## src/rtl/alu_pkg.sv

```systemverilog
// Shared types and constants for the arbitrated ALU block.
// State encoding, legal opcode range and default widths.
package alu_pkg;

  localparam int DEF_WIDTH = 32;
  localparam int DEF_CW    = 5;
  localparam int CARD_MIN  = 1;
  localparam int CARD_MAX  = 16;

  typedef enum logic [1:0] {
    S_IDLE,
    S_EXEC,
    S_HOLD
  } state_e;

endpackage

```

## src/rtl/alu_arbiter_alu.sv

```systemverilog
// Combinational ALU: sixteen Card opcodes, carry/borrow via Cout.
// Subtractions use x + ~y + c, so Cout=1 means no borrow.
module alu
  import alu_pkg::*;
#(
  parameter int WIDTH = DEF_WIDTH,
  parameter int CW    = DEF_CW
) (
  input  logic [WIDTH-1:0] A,
  input  logic [WIDTH-1:0] B,
  input  logic [CW-1:0]    Card,
  input  logic             Cin,
  output logic [WIDTH-1:0] F,
  output logic             Cout,
  output logic             Zero
);

  logic [WIDTH:0]   x;
  logic [WIDTH:0]   y;
  logic [WIDTH:0]   s;
  logic             c;
  logic             arith;
  logic [WIDTH-1:0] lf;

  always_comb begin
    x     = {1'b0, A};
    y     = '0;
    c     = 1'b0;
    arith = 1'b1;
    lf    = '0;
    case (Card)
      CW'(1):  y = {1'b0, B};
      CW'(2):  begin y = {1'b0, B}; c = Cin; end
      CW'(3):  begin y = {1'b0, ~B}; c = 1'b1; end
      CW'(4):  begin y = {1'b0, ~B}; c = ~Cin; end
      CW'(5):  begin x = {1'b0, B}; y = {1'b0, ~A}; c = 1'b1; end
      CW'(6):  begin x = {1'b0, B}; y = {1'b0, ~A}; c = ~Cin; end
      CW'(7):  begin arith = 1'b0; lf = A; end
      CW'(8):  begin arith = 1'b0; lf = B; end
      CW'(9):  begin arith = 1'b0; lf = ~A; end
      CW'(10): begin arith = 1'b0; lf = ~B; end
      CW'(11): begin arith = 1'b0; lf = A | B; end
      CW'(12): begin arith = 1'b0; lf = A & B; end
      CW'(13): begin arith = 1'b0; lf = A ^ B; end
      CW'(14): begin arith = 1'b0; lf = ~(A ^ B); end
      CW'(15): c = Cin;
      CW'(16): begin y = {1'b0, ~(WIDTH'(Cin))}; c = 1'b1; end
      default: arith = 1'b0;
    endcase
    s    = x + y + {{WIDTH{1'b0}}, c};
    F    = arith ? s[WIDTH-1:0] : lf;
    Cout = arith & s[WIDTH];
    Zero = (F == '0);
  end

endmodule

```

## src/rtl/alu_arbiter.sv

```systemverilog
// Two-requester round-robin front end for a shared ALU.
// One operation in flight: IDLE accepts, EXEC computes, HOLD presents.
module alu_arbiter
  import alu_pkg::*;
#(
  parameter int WIDTH = DEF_WIDTH,
  parameter int CW    = DEF_CW
) (
  input  logic             clk,
  input  logic             rst,
  input  logic             req0_valid,
  output logic             req0_ready,
  input  logic [WIDTH-1:0] req0_a,
  input  logic [WIDTH-1:0] req0_b,
  input  logic [CW-1:0]    req0_card,
  input  logic             req0_cin,
  input  logic             req1_valid,
  output logic             req1_ready,
  input  logic [WIDTH-1:0] req1_a,
  input  logic [WIDTH-1:0] req1_b,
  input  logic [CW-1:0]    req1_card,
  input  logic             req1_cin,
  output logic             rsp_valid,
  input  logic             rsp_ready,
  output logic             rsp_id,
  output logic [WIDTH-1:0] rsp_f,
  output logic             rsp_cout,
  output logic             rsp_zero,
  output logic             rsp_err
);

  state_e           state_q, state_d;
  logic             last_q;
  logic [WIDTH-1:0] a_q, b_q;
  logic [CW-1:0]    card_q;
  logic             cin_q, id_q;
  logic             id_rq, cout_rq, zero_rq, err_rq;
  logic [WIDTH-1:0] f_rq;
  logic             g0, g1, acc, bad;
  logic [WIDTH-1:0] alu_f;
  logic             alu_c, alu_z;

  alu #(.WIDTH(WIDTH), .CW(CW)) u_alu (
    .A    (a_q),
    .B    (b_q),
    .Card (card_q),
    .Cin  (cin_q),
    .F    (alu_f),
    .Cout (alu_c),
    .Zero (alu_z)
  );

  // On a tie the requester that did not win last time goes first.
  always_comb begin
    g0 = 1'b0;
    g1 = 1'b0;
    if (state_q == S_IDLE && !rst) begin
      if (req0_valid && req1_valid) begin
        g0 = last_q;
        g1 = ~last_q;
      end else begin
        g0 = req0_valid;
        g1 = req1_valid;
      end
    end
  end

  assign acc = g0 | g1;
  assign bad = (card_q < CW'(CARD_MIN)) || (card_q > CW'(CARD_MAX));

  always_comb begin
    state_d = state_q;
    case (state_q)
      S_IDLE:  if (acc) state_d = S_EXEC;
      S_EXEC:  state_d = S_HOLD;
      S_HOLD:  if (rsp_ready) state_d = S_IDLE;
      default: state_d = S_IDLE;
    endcase
  end

  always_ff @(posedge clk) begin
    if (rst) begin
      state_q <= S_IDLE;
      last_q  <= 1'b1;
      a_q     <= '0;
      b_q     <= '0;
      card_q  <= '0;
      cin_q   <= 1'b0;
      id_q    <= 1'b0;
      id_rq   <= 1'b0;
      f_rq    <= '0;
      cout_rq <= 1'b0;
      zero_rq <= 1'b0;
      err_rq  <= 1'b0;
    end else begin
      state_q <= state_d;
      if (acc) begin
        last_q <= g1;
        id_q   <= g1;
        a_q    <= g1 ? req1_a    : req0_a;
        b_q    <= g1 ? req1_b    : req0_b;
        card_q <= g1 ? req1_card : req0_card;
        cin_q  <= g1 ? req1_cin  : req0_cin;
      end
      if (state_q == S_EXEC) begin
        id_rq   <= id_q;
        err_rq  <= bad;
        f_rq    <= bad ? '0 : alu_f;
        cout_rq <= bad ? 1'b0 : alu_c;
        zero_rq <= bad ? 1'b0 : alu_z;
      end
    end
  end

  assign req0_ready = g0;
  assign req1_ready = g1;
  assign rsp_valid  = (state_q == S_HOLD);
  assign rsp_id     = id_rq;
  assign rsp_f      = f_rq;
  assign rsp_cout   = cout_rq;
  assign rsp_zero   = zero_rq;
  assign rsp_err    = err_rq;

endmodule

```

## config.mk

```make
export PLATFORM = sky130hd
export DESIGN_NAME = alu_arbiter
export DESIGN_NICKNAME = d
export VERILOG_FILES = /design/src/rtl/alu_pkg.sv /design/src/rtl/alu_arbiter_alu.sv /design/src/rtl/alu_arbiter.sv
export SDC_FILE = /design/constraint.sdc
export NUM_CORES = 1
export LEC_CHECK = 0
export ABC_AREA = 1
export CAP_MARGIN = 20
export CELL_PAD_IN_SITES_DETAIL_PLACEMENT = 1
export CELL_PAD_IN_SITES_GLOBAL_PLACEMENT = 2
export CORE_UTILIZATION = 28
export DETAILED_ROUTE_END_ITERATION = 10
export PLACE_DENSITY = 0.81
export SETUP_SLACK_MARGIN = 0.05
export SYNTH_ARGS = -nofsm -noshare
export SYNTH_HDL_FRONTEND = slang
export SYNTH_SLANG_ARGS = --single-unit
```

## constraint.sdc

```tcl
create_clock -name clk -period 3.9 [get_ports clk]
set_input_delay 0.78 -clock clk [delete_from_list [all_inputs] [get_ports clk]]
set_output_delay 0.78 -clock clk [all_outputs]
set_load 0.01 [all_outputs]
```

Yosys cells after proc, flatten, opt, wreduce, memory -nomap -nowiden
Cells that the tools add are included.
W data, S select, Z words.
{ "word_totals": {"inputBits": 145, "wordCells": 81, "reg_bits": 110} }
{ "classes": {"muxes": 20, "order_cmp": 2, "n_eq_ne": 20, "bitwise": 11, "n_reduce_logical": 14, "addsub": 2} }
{ "op_table": {"columns": ["cell", "n"], "rows": [
  ["$pmux W32 S8", 1],
  ["$mux W32", 5],
  ["$pmux W32 S4", 1],
  ["$not A32 Y32", 3],
  ["$eq A5 B4 Y1 const B", 8],
  ["$add A32 B32 Y33", 1],
  ["$add A33 B1 Y33", 1],
  ["$and A32 B32 Y32", 1],
  ["$logic_not A32 Y1", 1],
  ["$not A1 Y32", 1],
  ["$or A32 B32 Y32", 1],
  ["$xor A32 B32 Y32", 1],
  ["$eq A5 B3 Y1 const B", 4],
  ["$eq A5 B2 Y1 const B", 2],
  ["$reduce_or A2 Y1", 5],
  ["$mux W1", 8],
  ["$reduce_or A8 Y1", 1],
  ["$pmux W2 S3", 1],
  ["$eq A5 B1 Y1 const B", 1],
  ["$eq A5 B5 Y1 const B", 1],
  ["$gt A5 B5 Y1 const B", 1],
  ["$lt A5 B1 Y1 const B", 1],
  ["$mux W5", 1],
  ["$mux W2", 2],
  ["14 further kinds", 16]
]} }

Logic depth before layout (Yosys ltp)
{ "logic_depth": {"word_depth": 8, "ltp_mapped": 30, "depth_no_buf": 27} }

Modules after synthesis
From an unflattened synthesis, not the netlist that was laid out.
{ "hier_totals": {"cells_unflattened": 2033, "hier_area_um2": 11833.8} }
{ "by_module_without_submodules": {"columns": ["mod", "seq_area_each_um2", "cells_each", "instances", "area_each_um2"], "rows": [
  ["alu", 0.0, 1296, 1, 6523.8],
  ["alu_arbiter", 2202.1, 737, 1, 5310.1]
]} }

Least setup slack after synthesis
Ideal clock, no wire load.
{ "synth_timing": {"path_kind": "register to register", "start": "register card_q[4]", "end": "register zero_rq (netlist: rsp_zero)", "slack_ns": 0.332, "path_buffers": 3, "stages_incl_launch_ff": 29, "t_required_ns": 3.830, "period_less_slack_ns": 3.568, "arrival_time_ns": 3.498, "cell_sequence": "dfxtp_1 -> buf_4 -> inv_2 -> buf_6 -> nand2_1 -> nor2_1 -> nand2_1 -> nor2_1 -> clkbuf_1 -> nand2_1 -> o21ai_0 -> fa_1 -> inv_1 -> fa_1 -> nand2_1 -> nand2_1 -> nand3_1 -> nand2_1 -> nand2_1 -> nand2_1 -> nand2_1 -> nand3b_1 -> nand3_1 -> nand2_1 -> inv_1 -> nand2_1 -> nor2_1 -> nand3_1 -> a21oi_1"} }
{ "synth_between": {"elab_chain_len": 8, "word_cells_on_any_way": 36, "cone_classes": "add/sub: 2; order compare: 2; eq/ne: 16; mux: 7; reduce/logical: 9"} }
{ "synth_rtl": {"columns": ["item", "line", "text"], "rows": [
  ["start: declaration", "alu_arbiter.sv:35", "logic [CW-1:0] card_q;"],
  ["start signal: assignment", "alu_arbiter.sv:102", "card_q <= g1 ? req1_card : req0_card;"],
  ["$eq A5 B3 Y1, or another cell as far along", "alu_arbiter_alu.sv:31", "case (Card)"],
  ["$reduce_or A2 Y1 (no source line)", null, null],
  ["$pmux W32 S4 / $mux W32 (equally long branches)", "alu_arbiter_alu.sv:31", null],
  ["$add A32 B32 Y33", "alu_arbiter_alu.sv:50", "s = x + y + {{WIDTH{1'b0}}, c};"],
  ["$add A33 B1 Y33", "alu_arbiter_alu.sv:50", null],
  ["$mux W32", "alu_arbiter_alu.sv:51", "F = arith ? s[WIDTH-1:0] : lf;"],
  ["$logic_not A32 Y1", "alu_arbiter_alu.sv:53", "Zero = (F == '0);"],
  ["$mux W1 *", "alu_arbiter.sv:110", "zero_rq <= bad ? 1'b0 : alu_z;"],
  ["end signal: assignment", "alu_arbiter.sv:110", null],
  ["end: declaration", "alu_arbiter.sv:37", "logic id_rq, cout_rq, zero_rq, err_rq;"]
]} }
Mark *: on every way between the ends. The rest lies on a longest branch, timed or not.
A chain may end at the register's enable or synchronous reset.

Worst setup path after layout
{ "layout_timing": {"start": "register card_q[2]", "end": "register zero_rq (netlist: rsp_zero)"} }
The elaborated chain is that of the path after synthesis.

==> flow_metrics.env <==
export IMPL_cts_buffer_depth=2
export IMPL_die_y_um=201.5
export IMPL_cts_sinks=110
export IMPL_yosysMostFrequentCell="nand2_1"
export IMPL_crit_type="register to register"
export IMPL_hold_viol=0
export IMPL_postSynthAreaPerCell_um2=5.724
export IMPL_ys_top_cells_by_count="nand2_1 (726), inv_1 (239), o21ai_0 (143)"
export IMPL_synth_cell_types=39
export IMPL_skew_ps=8.477
export IMPL_grt_pass1_vias=13510
export IMPL_design_core_area_um2=38920
export IMPL_overflow=0
export IMPL_p_leak_nw=6.373
export IMPL_grt_pass1_wl_mm=74.30
export IMPL_viasPerCell=5.083
export IMPL_clock_latency_ps=380
export IMPL_num_vias=13290
export IMPL_power_density_nw_per_um2=360.7
export IMPL_crit_required_ps=4220
export IMPL_peakVddDrop_mv=0.1946
export IMPL_fin_cells=2615
export IMPL_synthArstFlopShare=0
export IMPL_synth_area_leaders="nand2_1 (24%), dfxtp_1 (20%), ha_1 (11%)"
export IMPL_cp_common_cell="nand2_1"
export IMPL_reg2reg_depth=22
export IMPL_status="finished clean"
export IMPL_dr_pass1_iters=5
export IMPL_drt_iter0_markers=622
export IMPL_slew_violations=0
export IMPL_fin_crit_ps=3541
export IMPL_postLayoutCoreUtil=0.3636
export IMPL_grt_use_total=0.2331
export IMPL_startpoint_type="register"
export IMPL_syn2layout_area_growth_pct=27.01
export IMPL_synth_seq_area_share=0.1977
export IMPL_hpwl_mm=38.00
export IMPL_synth_edf_count=0
export IMPL_dieArea_um2=40590
export IMPL_rows=72
export IMPL_hp_class="register to register"
export IMPL_start_util=0.2862
export IMPL_rsz0062_at_grt="false"
export IMPL_tightest_slew_ps=1103
export IMPL_cp_slowest_cell="dfxtp_2"
export IMPL_setup_tns_ps=0
export IMPL_synth_top_cell_area_share=0.2446
export IMPL_wl_mm=47.79
export IMPL_syn_area_um2=11140
export IMPL_synth_nets=2188
export IMPL_setup_viol=0
export IMPL_ys_warn_count=0
export IMPL_ios=184
export IMPL_grt_max_degree=82
export IMPL_drtAntennaViolNets=0
export IMPL_nets=2334
export IMPL_postSynthCellCount=1946
export IMPL_cp_end_kind="register"
export IMPL_fmax_mhz=282.4
export IMPL_h_tree_depth=3
export IMPL_port_buffer_count=183
export IMPL_route_detailed_drc=0
export IMPL_critical_path_max_stage_delay_ps=430
export IMPL_pre_cts_slack_ps=47.59
export IMPL_antenna_found_initial=0
export IMPL_dp_cells=2590
export IMPL_cts_buffers=9
export IMPL_max_cap_violations=0
export IMPL_drive_above_1_share=0.06533
export IMPL_ys_ff_latch=110
export IMPL_path_cells="nand2_1, nor2_4, nand2_1, nor2_4, buf_4, clkbuf_16, o21ai_0, ha_1, nand2_1, nor2_2, nand2_1, nor2_1, nand2_1, nand3_1, nand2_1, nand3_1, nand2_1, nor2_1, nand2_1, nor2_1, nand3_1, a21oi_1"
export IMPL_path_clk_slew_ps=80
export IMPL_die_x_um=201.5
export IMPL_hold_buffers=0
export IMPL_critPathMaxFanout=24
export IMPL_tritoncts="done"
export IMPL_place_gp_congestion=0.9019
export IMPL_post_route_period_util=0.9079
export IMPL_relSlewSlack=0.2567
export IMPL_avgRoutedWirePerCell_um=18.27
export IMPL_cts_root_buf="clkbuf_16"
export IMPL_min_path_cells=2
export IMPL_ys_flop_type="dfxtp_1"
export IMPL_fin_ws_ps=359.3
export IMPL_synth_top_area_cell="nand2_1"
export IMPL_cp_arrival_ps=3860
export IMPL_diodes=0
-- critical path, delay by kind of cell, from the launching register on --
family	cells	cell delay [ps]
compound gates	2	210
fa+ha+maj	1	370
flops	1	430
buf+inv	2	380
simple gates	17	2080
-- final cells by class --
type	instances	area, um2
clock buffers	13	260.3
clock inverters	3	50.05
inverters	244	915.9
repair buffers	232	2297
multi-input cells	1495	7765
flip-flops and latches	110	2212
fillers	5195	24770
well taps	518	648.1
-- flip-flops by register name (all words and copies together), names as in the netlist --
name	cells
rsp_cout	1
a_q	32
state_q	2
cin_q	1
id_q	1
rsp_err	1
rsp_id	1
rsp_zero	1
rsp_f	32
b_q	32
card_q	5
last_q	1
-- path summary, 6_finish.rpt --
| path | start | end | slack (ps) |
|---|---|---|---|
| max reg2reg | card_q[2] | rsp_zero | 360 |
| min reg2reg | rsp_f[9] | rsp_f[9] | 470 |
| max | card_q[2] | rsp_zero | 360 |
| min | rsp_f[9] | rsp_f[9] | 470 |
-- per-layer routing --
metal,up-vias,GRT usage,share of wire,wire length (um)
li1,6639,-,-,-
met1,6310,0.3389,0.51,24600
met2,300,0.3558,0.42,20170
met3,42,0.03207,0.045,2148
met4,0,0.06304,0.018,875
met5,-,0,0,0
-- logic make-up (layout without fill, tap and decap cells) --
group | count (synthesis) | in the layout | synth area share
AO/OA/AOI/OAI | 396 | 396 | 0.2020
flip-flops | 110 | 110 | 0.1977
buffers and inverters | 341 | 492 | 0.1205
adder cells (fa/ha/maj) | 97 | 97 | 0.1103
AND/OR/NAND/NOR | 1000 | 1000 | 0.3680
XOR/XNOR | 2 | 2 | 0.001573
-- cell usage in the layout, fill, tap and decap left out, types with 15 or more instances in the layout --
| master | count |
|---|---|
| clkdlybuf4s50_1 | 183 |
| inv_1 | 237 |
| a31oi_1 | 70 |
| buf_4 | 40 |
| nor3_1 | 15 |
| nand4_1 | 26 |
| o21ai_0 | 143 |
| nand2_1 | 716 |
| o211ai_1 | 48 |
| a21oi_1 | 88 |
| nor2_2 | 17 |
| o22ai_1 | 32 |
| dfxtp_1 | 106 |
| ha_1 | 86 |
| nor2_1 | 87 |
| nand3b_1 | 15 |
| nand3_1 | 81 |
-- timing repair --
action                     4_1_cts  5_1_grt
gates resized for setup          1       56
gates cloned                     0        1
pin swaps                        0       13
setup buffers                    0        7
setup endpoints to repair        1        8
-- stage by stage --
step / instance area [um2] / power (W) / hold WS [ps]
3_3_place_gp: 13580 / 0.003931 / 456.7
4_1_cts: 13900 / 0.005030 / 468.5
6_report: 14150 / 0.005103 / 465.5
5_1_grt: 14150 / 0.005483 / 488.6
2_1_floorplan: 11140 / 0.002959 / 446.4
3_5_place_dp: 13580 / 0.003990 / 457.5
-- power by group --
group | switching [W] | internal [W]
combinational | 0.00166 | 0.000978
sequential | 0.000196 | 0.00125
clock | 0.000477 | 0.000542
Note: power is estimated with default switching activity, not from simulation.
